**src/rtl/note_seq_pkg.sv**
```systemverilog
// Shared types and constants for the note sequencer.
// Holds the playback FSM state enum, draw colour constants, the rest note
// code and the grid cell origin helper.
package note_seq_pkg;

  typedef enum logic [1:0] {
    StIdle,
    StFetch,
    StHold
  } seq_state_e;

  localparam logic [2:0] COL_REC  = 3'b100;
  localparam logic [2:0] COL_PLAY = 3'b110;
  localparam logic [2:0] COL_DONE = 3'b010;
  localparam logic [2:0] COL_REST = 3'b001;

  localparam logic [3:0] REST_CODE = 4'hF;

  typedef struct packed {
    logic [7:0] x;
    logic [6:0] y;
  } cell_pos_t;

  // Origin of the grid cell for a slot; results are truncated to the draw bus widths.
  function automatic cell_pos_t cell_origin(input int unsigned addr, input int unsigned cols,
                                            input int unsigned cell_w, input int unsigned cell_h,
                                            input int unsigned margin);
    int unsigned col;
    int unsigned row;
    int unsigned x;
    int unsigned y;
    cell_pos_t   pos;
    col   = addr % cols;
    row   = addr / cols;
    x     = margin + col * (cell_w + margin);
    y     = margin + row * (cell_h + margin);
    pos.x = x[7:0];
    pos.y = y[6:0];
    return pos;
  endfunction

endpackage

```
**src/rtl/seq_ram.sv**
```systemverilog
// Single-port sequence RAM with registered read (1-cycle latency).
// Ports: clk_i clock, we_i write enable, addr_i slot address,
//        wdata_i write data, rdata_o registered read data.
module seq_ram #(
  parameter int unsigned DEPTH = 16,
  parameter int unsigned WIDTH = 6,
  parameter int unsigned AW    = $clog2(DEPTH)
) (
  input  logic             clk_i,
  input  logic             we_i,
  input  logic [AW-1:0]    addr_i,
  input  logic [WIDTH-1:0] wdata_i,
  output logic [WIDTH-1:0] rdata_o
);

  logic [WIDTH-1:0] mem_q [DEPTH];
  logic [WIDTH-1:0] rdata_q;

  always_ff @(posedge clk_i) begin
    if (we_i) begin
      mem_q[addr_i] <= wdata_i;
    end
    rdata_q <= mem_q[addr_i];
  end

  assign rdata_o = rdata_q;

endmodule

```
**src/rtl/note_sequencer.sv**
```systemverilog
// Note sequencer: records note/octave codes into a sequence RAM, plays them
// back with a fixed per-note duration (optionally looping) and issues one
// draw request per record/play/done event for the grid display.
// Ports: clk, reset (sync active-low); record inputs note_data, octave_data,
//   rec_strobe, clear; playback controls play_start, play_stop, loop_en;
//   tone outputs note_out, octave_out, note_valid; status playing, count,
//   full; draw handshake draw_req, draw_x, draw_y, draw_colour, draw_ack.
// Build option: NOTE_SEQ_REST_EN makes note code 4'hF a silent rest.
module note_sequencer
  import note_seq_pkg::*;
#(
  parameter int unsigned DEPTH          = 16,
  parameter int unsigned COLS           = 4,
  parameter int unsigned CELL_W         = 36,
  parameter int unsigned CELL_H         = 12,
  parameter int unsigned MARGIN         = 4,
  parameter int unsigned TICKS_PER_NOTE = 25000000,
  parameter int unsigned AW             = $clog2(DEPTH)
) (
  input  logic          clk,
  input  logic          reset,
  input  logic [3:0]    note_data,
  input  logic [1:0]    octave_data,
  input  logic          rec_strobe,
  input  logic          play_start,
  input  logic          play_stop,
  input  logic          loop_en,
  input  logic          clear,
  output logic [3:0]    note_out,
  output logic [1:0]    octave_out,
  output logic          note_valid,
  output logic          playing,
  output logic [AW:0]   count,
  output logic          full,
  output logic          draw_req,
  output logic [7:0]    draw_x,
  output logic [6:0]    draw_y,
  output logic [2:0]    draw_colour,
  input  logic          draw_ack
);

  localparam int unsigned    TW        = $clog2(TICKS_PER_NOTE);
  localparam logic [TW-1:0]  TickLast  = TW'(TICKS_PER_NOTE - 1);
  localparam logic [AW:0]    CountFull = (AW + 1)'(DEPTH);

  seq_state_e    state_q, state_d;
  logic [AW:0]   count_q, count_d;
  logic [AW-1:0] play_addr_q, play_addr_d;
  logic [TW-1:0] tick_q, tick_d;
  logic [3:0]    note_q, note_d;
  logic [1:0]    octave_q, octave_d;
  logic          valid_q, valid_d;
  logic          req_q, req_d;
  logic [7:0]    x_q, x_d;
  logic [6:0]    y_q, y_d;
  logic [2:0]    colour_q, colour_d;

  logic          full_w;
  logic          is_last;
  logic          ram_we;
  logic [AW-1:0] ram_addr;
  logic [5:0]    ram_rdata;
  logic          draw_issue;
  logic [AW-1:0] draw_addr;
  logic [2:0]    draw_col;
  cell_pos_t     draw_pos;

  assign full_w  = (count_q == CountFull);
  assign is_last = ((AW + 1)'(play_addr_q) + 1'b1) == count_q;

  seq_ram #(
    .DEPTH (DEPTH),
    .WIDTH (6),
    .AW    (AW)
  ) u_ram (
    .clk_i   (clk),
    .we_i    (ram_we),
    .addr_i  (ram_addr),
    .wdata_i ({octave_data, note_data}),
    .rdata_o (ram_rdata)
  );

  always_comb begin
    state_d     = state_q;
    count_d     = count_q;
    play_addr_d = play_addr_q;
    tick_d      = tick_q;
    note_d      = note_q;
    octave_d    = octave_q;
    valid_d     = valid_q;
    ram_we      = 1'b0;
    draw_issue  = 1'b0;
    draw_addr   = play_addr_q;
    draw_col    = COL_PLAY;

    unique case (state_q)
      StIdle: begin
        if (play_start && (count_q != '0)) begin
          play_addr_d = '0;
          state_d     = StFetch;
        end else if (play_start) begin
          // Empty sequence: the start is ignored and the other pulses still lose.
        end else if (clear) begin
          count_d = '0;
        end else if (rec_strobe && !full_w) begin
          ram_we     = 1'b1;
          count_d    = count_q + 1'b1;
          draw_issue = 1'b1;
          draw_addr  = count_q[AW-1:0];
          draw_col   = COL_REC;
        end
      end
      StFetch: begin
        if (play_stop) begin
          state_d = StIdle;
          valid_d = 1'b0;
        end else begin
          state_d    = StHold;
          tick_d     = '0;
          note_d     = ram_rdata[3:0];
          octave_d   = ram_rdata[5:4];
          valid_d    = 1'b1;
          draw_issue = 1'b1;
          draw_col   = COL_PLAY;
`ifdef NOTE_SEQ_REST_EN
          if (ram_rdata[3:0] == REST_CODE) begin
            valid_d  = 1'b0;
            draw_col = COL_REST;
          end
`endif
        end
      end
      StHold: begin
        if (play_stop) begin
          state_d = StIdle;
          valid_d = 1'b0;
        end else if (tick_q == TickLast) begin
          valid_d = 1'b0;
          if (!is_last) begin
            play_addr_d = play_addr_q + 1'b1;
            state_d     = StFetch;
          end else if (loop_en) begin
            play_addr_d = '0;
            state_d     = StFetch;
          end else begin
            state_d    = StIdle;
            draw_issue = 1'b1;
            draw_col   = COL_DONE;
          end
        end else begin
          tick_d = tick_q + 1'b1;
        end
      end
      default: state_d = StIdle;
    endcase

    // Reads use the next play address so the word is already registered by
    // the FETCH->HOLD edge and the first HOLD cycle carries the note.
    ram_addr = ram_we ? count_q[AW-1:0] : play_addr_d;
  end

  always_comb begin
    draw_pos = cell_origin(int'(draw_addr), COLS, CELL_W, CELL_H, MARGIN);
    req_d    = req_q;
    x_d      = x_q;
    y_d      = y_q;
    colour_d = colour_q;
    if (draw_issue) begin
      // Latest draw wins, even over an ack arriving in the same cycle.
      req_d    = 1'b1;
      x_d      = draw_pos.x;
      y_d      = draw_pos.y;
      colour_d = draw_col;
    end else if (req_q && draw_ack) begin
      req_d    = 1'b0;
      x_d      = '0;
      y_d      = '0;
      colour_d = '0;
    end
  end

  always_ff @(posedge clk) begin
    if (!reset) begin
      state_q     <= StIdle;
      count_q     <= '0;
      play_addr_q <= '0;
      tick_q      <= '0;
      note_q      <= '0;
      octave_q    <= '0;
      valid_q     <= 1'b0;
      req_q       <= 1'b0;
      x_q         <= '0;
      y_q         <= '0;
      colour_q    <= '0;
    end else begin
      state_q     <= state_d;
      count_q     <= count_d;
      play_addr_q <= play_addr_d;
      tick_q      <= tick_d;
      note_q      <= note_d;
      octave_q    <= octave_d;
      valid_q     <= valid_d;
      req_q       <= req_d;
      x_q         <= x_d;
      y_q         <= y_d;
      colour_q    <= colour_d;
    end
  end

  assign note_out    = note_q;
  assign octave_out  = octave_q;
  assign note_valid  = valid_q;
  assign playing     = (state_q != StIdle);
  assign count       = count_q;
  assign full        = full_w;
  assign draw_req    = req_q;
  assign draw_x      = x_q;
  assign draw_y      = y_q;
  assign draw_colour = colour_q;

endmodule

```
**config.mk**
```make
export PLATFORM = sky130hd
export DESIGN_NAME = note_sequencer
export DESIGN_NICKNAME = d
export VERILOG_FILES = /design/src/rtl/note_seq_pkg.sv /design/src/rtl/seq_ram.sv /design/src/rtl/note_sequencer.sv
export SDC_FILE = /design/constraint.sdc
export NUM_CORES = 1
export LEC_CHECK = 0
export BUFFER_PORTS_ARGS = -buffer_cell sky130_fd_sc_hd__buf_2
export CAP_MARGIN = 20
export CORE_ASPECT_RATIO = 2
export CORE_MARGIN = 2
export CORE_UTILIZATION = 40
export DETAILED_ROUTE_END_ITERATION = 7
export GPL_TIMING_DRIVEN = 0
export MAX_ROUTING_LAYER = met4
export SLEW_MARGIN = 20
export SYNTH_ARGS = -nofsm -noshare
export SYNTH_HDL_FRONTEND = slang
export SYNTH_SLANG_ARGS = --single-unit
export TNS_END_PERCENT = 100
```
**constraint.sdc**
```tcl
create_clock -name clk -period 3.31 [get_ports clk]
set_input_delay 0.331 -clock clk [delete_from_list [all_inputs] [get_ports clk]]
set_output_delay 0.331 -clock clk [all_outputs]
set_load 0.02 [all_outputs]
```
# Word-level counts from Yosys, hierarchy flattened
# Memories as Yosys holds them, arrays and structs flattened. A register that Yosys moved wholly into a read port is not among the register bits.
# Index checks and enable logic that the tools add are counted.
# totals
mem_count	1
mem_bits_rw	96
in_bits	14
word_cells	105
ff_bits	62
# mem_list
name	depth	width	rd	rd_clocked_by_memory_dff	write_ports	line	rtl
u_ram.mem_q	16	6	1	1	1	seq_ram.sv:16	logic [WIDTH-1:0] mem_q [DEPTH];
# classes
reduce_logical	15
eq_ne	10
muxes	58
multipliers	1
bitwise	3
n_addsub	6
# ops
cell	n
25-bit 2-to-1 mux	3
25-bit case mux with 2 select lines	1
4-bit 2-to-1 mux	11
25-bit by 1-bit adder with 25-bit output, second input constant	1
25-bit equality test, second input constant	1
1-bit 2-to-1 mux	18
3-bit 2-to-1 mux	6
2-bit 2-to-1 mux	8
8-bit 2-to-1 mux	2
7-bit 2-to-1 mux	2
5-bit 2-to-1 mux	2
3-bit by 8-bit adder with 8-bit output, first input constant	1
2-bit != test, second input constant	4
4-bit case mux with 2 select lines	1
4-bit AND reduction	2
2-bit nonzero test	4
3-bit by 6-bit adder with 7-bit output, first input constant	1
2-bit case mux with 3 select lines	1
3-bit case mux with 2 select lines	1
2-bit AND reduction	3
4-bit by 1-bit adder with 5-bit output, second input constant	1
5-bit by 1-bit adder with 5-bit output, second input constant	1
5-bit equality test	1
5-bit equality test, second input constant	1
other kinds (12)	16

# Logic depth before layout (Yosys ltp)
# depth
word_depth	11
depth_mapped	14
depth_no_buf	10

# Hierarchy
# From an unflattened synthesis, not the netlist that was laid out.
# unflattened
hier_cells	526
hier_area_um2	6605.1
# by_module_without_submodules
mod	cells_per_inst	area_per_inst_um2	seq_area_each_um2	n_inst
seq_ram	178	3876.2	3002.9	1
note_sequencer	348	2728.9	1001.0	1

# Least setup slack after synthesis
# OpenSTA, ideal clock, no wires.
# synth_timing
path_type	reg-to-reg
from	reg count_q[1] (netlist: count[1])
to	mem u_ram.mem_q[3][0], enable pin
arrival_ns	3.262
setup_ns	0.386
path_stages_with_launch	14
slack_ns	-0.338
cell_sequence	dfxtp_1 > buf_2 > inv_1 > ha_1 > and4bb_1 > nand2b_1 > nor3_1 > buf_4 > nand2_1 > o31ai_2 > buf_4 > buf_6 > nand2_1 > nor4_1
# synth_via
elab_chain_cells	10
# synth_rtl
element	line	rtl
start, declared	note_sequencer.sv:47	logic [AW:0] count_q, count_d;
start signal, assigned	note_sequencer.sv:197	count_q <= count_d;
5-bit equality test *	note_sequencer.sv:68	assign full_w = (count_q == CountFull);
named net full	note_sequencer.sv:34	output logic full,
1-bit logical NOT *	note_sequencer.sv:105	end else if (rec_strobe && !full_w) begin
1-bit logical AND *	note_sequencer.sv:105	
1-bit 2-to-1 mux *	note_sequencer.sv:105	
1-bit 2-to-1 mux *	note_sequencer.sv:103	end else if (clear) begin
1-bit 2-to-1 mux *	note_sequencer.sv:101	end else if (play_start) begin
1-bit 2-to-1 mux *	note_sequencer.sv:98	if (play_start && (count_q != '0)) begin
1-bit 2-to-1 mux *	note_sequencer.sv:96	unique case (state_q)
1-bit 2-to-1 mux	seq_ram.sv:20	if (we_i) begin
1-bit 2-to-1 mux (not written as such)	seq_ram.sv:21	mem_q[addr_i] <= wdata_i;
end, declared	seq_ram.sv:16	
# The timed path passes the listed nets; every way through them passes the cells marked *.

# Worst setup path in the final report
# layout_timing
from	reg tick_q[0]
to	reg u_ram.rdata_q[5] (netlist: u_ram.rdata_o[5]) (read register of u_ram.mem_q)
# layout_via
elab_chain_cells	5
# layout_rtl
element	line	rtl
start, declared	note_sequencer.sv:49	logic [TW-1:0] tick_q, tick_d;
start signal, assigned	note_sequencer.sv:199	tick_q <= tick_d;
25-bit equality test	note_sequencer.sv:137	end else if (tick_q == TickLast) begin
4-bit 2-to-1 mux	note_sequencer.sv:137	
4-bit 2-to-1 mux	note_sequencer.sv:134	if (play_stop) begin
4-bit case mux with 2 select lines	note_sequencer.sv:96	
4-bit 2-to-1 mux	note_sequencer.sv:159	ram_addr = ram_we ? count_q[AW-1:0] : play_addr_d;
end, declared	seq_ram.sv:17	logic [WIDTH-1:0] rdata_q;
# Every way passes these cells.
# A chain may end at the register's enable or synchronous reset.

==> run metrics <==
initial antenna violation count=0; synthesized instance count=529; CTS sink count=~150; gr usage total=19.6%; Sw Ratio=20.5%; Post-DP HPWL=about 12,000 um; Synth cell types=59; total CTS buffers=17; hold depth=3; crit path launch type=register; # hold bufs at CTS=0; max_cap viols=0; cell type group with the largest total delay on the critical path=simple AND/OR/NAND/NOR gates; highest clock rate=0.309 GHz; worst min path class=input pin to register; detailed-route wire length=15,900 um; site row count=66; root buffer cell=clkbuf_16; GPL Wtd Cong=~0.83; maximum VDD drop=422 uV; pwr/cell area=520 nW/um^2; Synth Area in Simple Gates=14.5%; sequential share of power=a little under half; setup_tns=0 ns; Clock power frac=47.9%; design area=8160 um^2; Worst-path clk slew=~0.060 ns; Max stage delay on crit path=0.49 ns; Avg WL per Cell=approximately 19 um; die height=186 um; ys async rst share=0%; clk_lat worst skew=0.42 ns; core area=16,300 um^2; Avg Cell Area, Syn=12.6 um^2; vias in the first global route=about 4,600; full die area=roughly 18,000 um^2; Pint=3.38 mW; Crit path required time=3.60 ns; area share of fa/ha/maj cells after synthesis=0.754%; period utilization=97.6%; largest family of logic cells by synthesized area=simple AND/OR/NAND/NOR gates; Port Buffers=38; worst hold endpoint=draw_x[2]; run status=finished, final reports clean; Compound-Gate Fraction of Synth Area=7.97%; Max Root-Sink Buffers=2; Psw=around 0.87 mW; total power draw=4.25 mW; Fillers=1,413; Worst path depth=13; crit-path cells=ha_2, nor4bb_4, and4_1, buf_4, and3_1, buf_6, a21oi_2, o31ai_4, buf_6, buf_4, mux4_2, nor2_1, nor3_1; Final WS setup=0.0781 ns; Area growth syn-to-layout=22.9%; Logic pwr share=4.2%; Synth Flop Type=edfxtp_1; ratio of cells with drive above 1 in the final layout=a little over a quarter; post-synthesis xor/xnor area fraction=4.09%; register area=between 4000 and 5000 um^2; I/O pin total=47; H-tree Lvls=4; Fin Clk Skew=roughly 0.0086 ns; DIE WIDTH=95.1 um; number of synthesized register bits=~150; Reg2Reg Setup Slack=between 0.07 and 0.08 ns; Final Max Tran Viols=0; Mapped Area=about 6600 um^2; register area share after synthesis=60.3%; Syn. warnings=0; CP Max Fanout=8; HP Start=draw_ack; antenna fix cells=0; critical path data arrival time=between 3 and 4 ns; nets=630; Initial Util=40.8%; via-per-instance ratio=around 5.4; worst slew pin tran=0.857 ns; # DRC=0; footprint of the multi-input gates=roughly 2600 um^2; EDFF count, synth=96; kind of critical path=register to register; worst r2r src=tick_q[0]; global-route wire length before repair=24,600 um; mux cell area share after synthesis=8.25%; crit path capture type=register; post-placement cell area=just over 7000 um^2; crit path max-delay cell type=mux4_2; RSZ-0062 raised after global routing=true; Via Count=roughly 4,500; Final Hold Vio Count=0; worst reg2reg path endpoint=u_ram.rdata_o[5]; remaining antenna violation count=0; total gr overflow=0; Crit path buffers/inverters=4; Leak Pwr=2.85 nW; Place WS=-0.583 ns; Worst Reg-to-Reg Cells=13; minimum clock period=3.23 ns; largest net degree at the start of global routing=17; Final setup viols=0; Slew Limit Headroom=42.9%; DR pass1 iterations=4; Iter 0 DRT Violations=178; TritonCTS clock tree=yes
==> timing repair <==
action / 4_1_cts / 5_1_grt
resized for setup: 31 / 19
pin swaps: 5 / 2
setup endpoints to repair: 102 / 67
setup buffers: 17 / 2
==> kinds of logic (layout without fill, tap and decap cells) <==
family,after synthesis,in the layout
simple gates,187,187
flops,152,152
compound gates,76,76
buf+inv,47,136
xor+xnor,31,31
mux,31,31
fa+ha+maj,4,4
other cells,1,8
==> layout make-up <==
| class | count | area share [%] |
|---|---|---|
| Buffer | 36 | 3.27 |
| Multi-Input combinational cell | 337 | 31.9 |
| Inverter | 11 | 0.552 |
| Clock buffer | 21 | 5.52 |
| Clock inverter | 11 | 2.10 |
| Tap cell | 204 | 3.13 |
| Sequential cell | 152 | 49.1 |
| Timing Repair Buffer | 57 | 4.43 |
==> layout by cell type, fill, tap and decap left out, types with 5 or more instances in the layout <==
cell       instances
edfxtp_1          96
nor2_1            57
dfxtp_1           51
buf_2             41
nand2_1           37
buf_4             31
a21oi_1           22
mux4_2            19
xor2_1            17
clkbuf_16         17
nand3_1           16
xnor2_1           14
mux2i_1           12
clkbuf_1          11
nor3_1            11
nand4_1           10
inv_1              9
and3_1             8
conb_1             8
buf_6              7
nand2b_1           7
nor4_4             6
nor2b_1            6
o21ai_0            6
a21boi_0           6
a22o_1             5
dfxtp_2            5
==> worst max path at each step <==
stage	startpoint	end	slack, ns
2_1_floorplan	count[1]	u_ram.mem_q[5][0]	-0.01
3_3_place_gp	count[1]	u_ram.mem_q[5][2]	-0.69
3_5_place_dp	count[1]	u_ram.mem_q[7][2]	-0.58
4_1_cts	tick_q[0]	u_ram.rdata_o[4]	0.003
5_1_grt	tick_q[0]	u_ram.rdata_o[1]	-0.02
6_report	tick_q[0]	u_ram.rdata_o[5]	0.08
==> registers in the layout (all words and copies together) (netlist names) <==
name / count
state_q: 2
note_out: 4
u_ram.mem_q: 96
u_ram.rdata_o: 6
octave_out: 2
draw_x: 3
draw_colour: 2
play_addr_q: 4
tick_q: 25
note_valid: 1
draw_y: 2
count: 5
==> power by group through the flow <==
stage                     registers, mW  logic, mW  clock network (mW)
final                              2.03      0.179                2.03
after global routing               2.03      0.193                2.13
after CTS                          2.03      0.177                2.06
after detailed placement           2.07      0.163                   0
after global placement             2.07      0.160                   0
after floorplan                    2.08     0.0956                   0
==> through the flow <==
step | cells | utilization [%] | hold WS, ns
global placement | 778 | 43.9 | 0.440
global route | 829 | 50.2 | 0.227
CTS | 827 | 49.6 | 0.220
detailed placement | 778 | 44.0 | 0.438
floorplan | 536 | - | 0.417
finish | 829 | 50.2 | 0.232
==> routing by layer <==
metal / GRT usage [%] / wire length [um] / vias to the layer above
met5: - / 0 / -
met4: 10.9 / 616 / 0
met3: 3.59 / 433 / 35
met2: 38.0 / 9640 / 105
met1: 16.8 / 5210 / 2226
li1: - / - / 2104
==> cells in the mapped netlist (9+ instances only) <==
cell       n  area [um^2]
edfxtp_1  96         2880
nor2_1    59          221
dfxtp_1   56         1120
nand2_1   38          143
a21oi_1   23          115
mux4_2    19          428
xor2_1    17          149
nand3_1   16         80.1
buf_4     15          113
xnor2_1   14          123
nor3_1    13         65.1
mux2i_1   12          120
inv_1     10         37.5
nand4_1   10         62.6
clkbuf_1   9         33.8
==> worst reg2reg max path, delay by kind of cell (launching register included) <==
| kind | cells | cell delay [ns] |
|---|---|---|
| buffers and inverters | 4 | 0.62 |
| muxes | 1 | 0.49 |
| AOI/OAI and AO/OA | 2 | 0.41 |
| and+or+nand+nor | 5 | 1.04 |
| adders and majority gates | 1 | 0.19 |
| DFF | 1 | 0.36 |
Power figures use the tool's default switching activity.
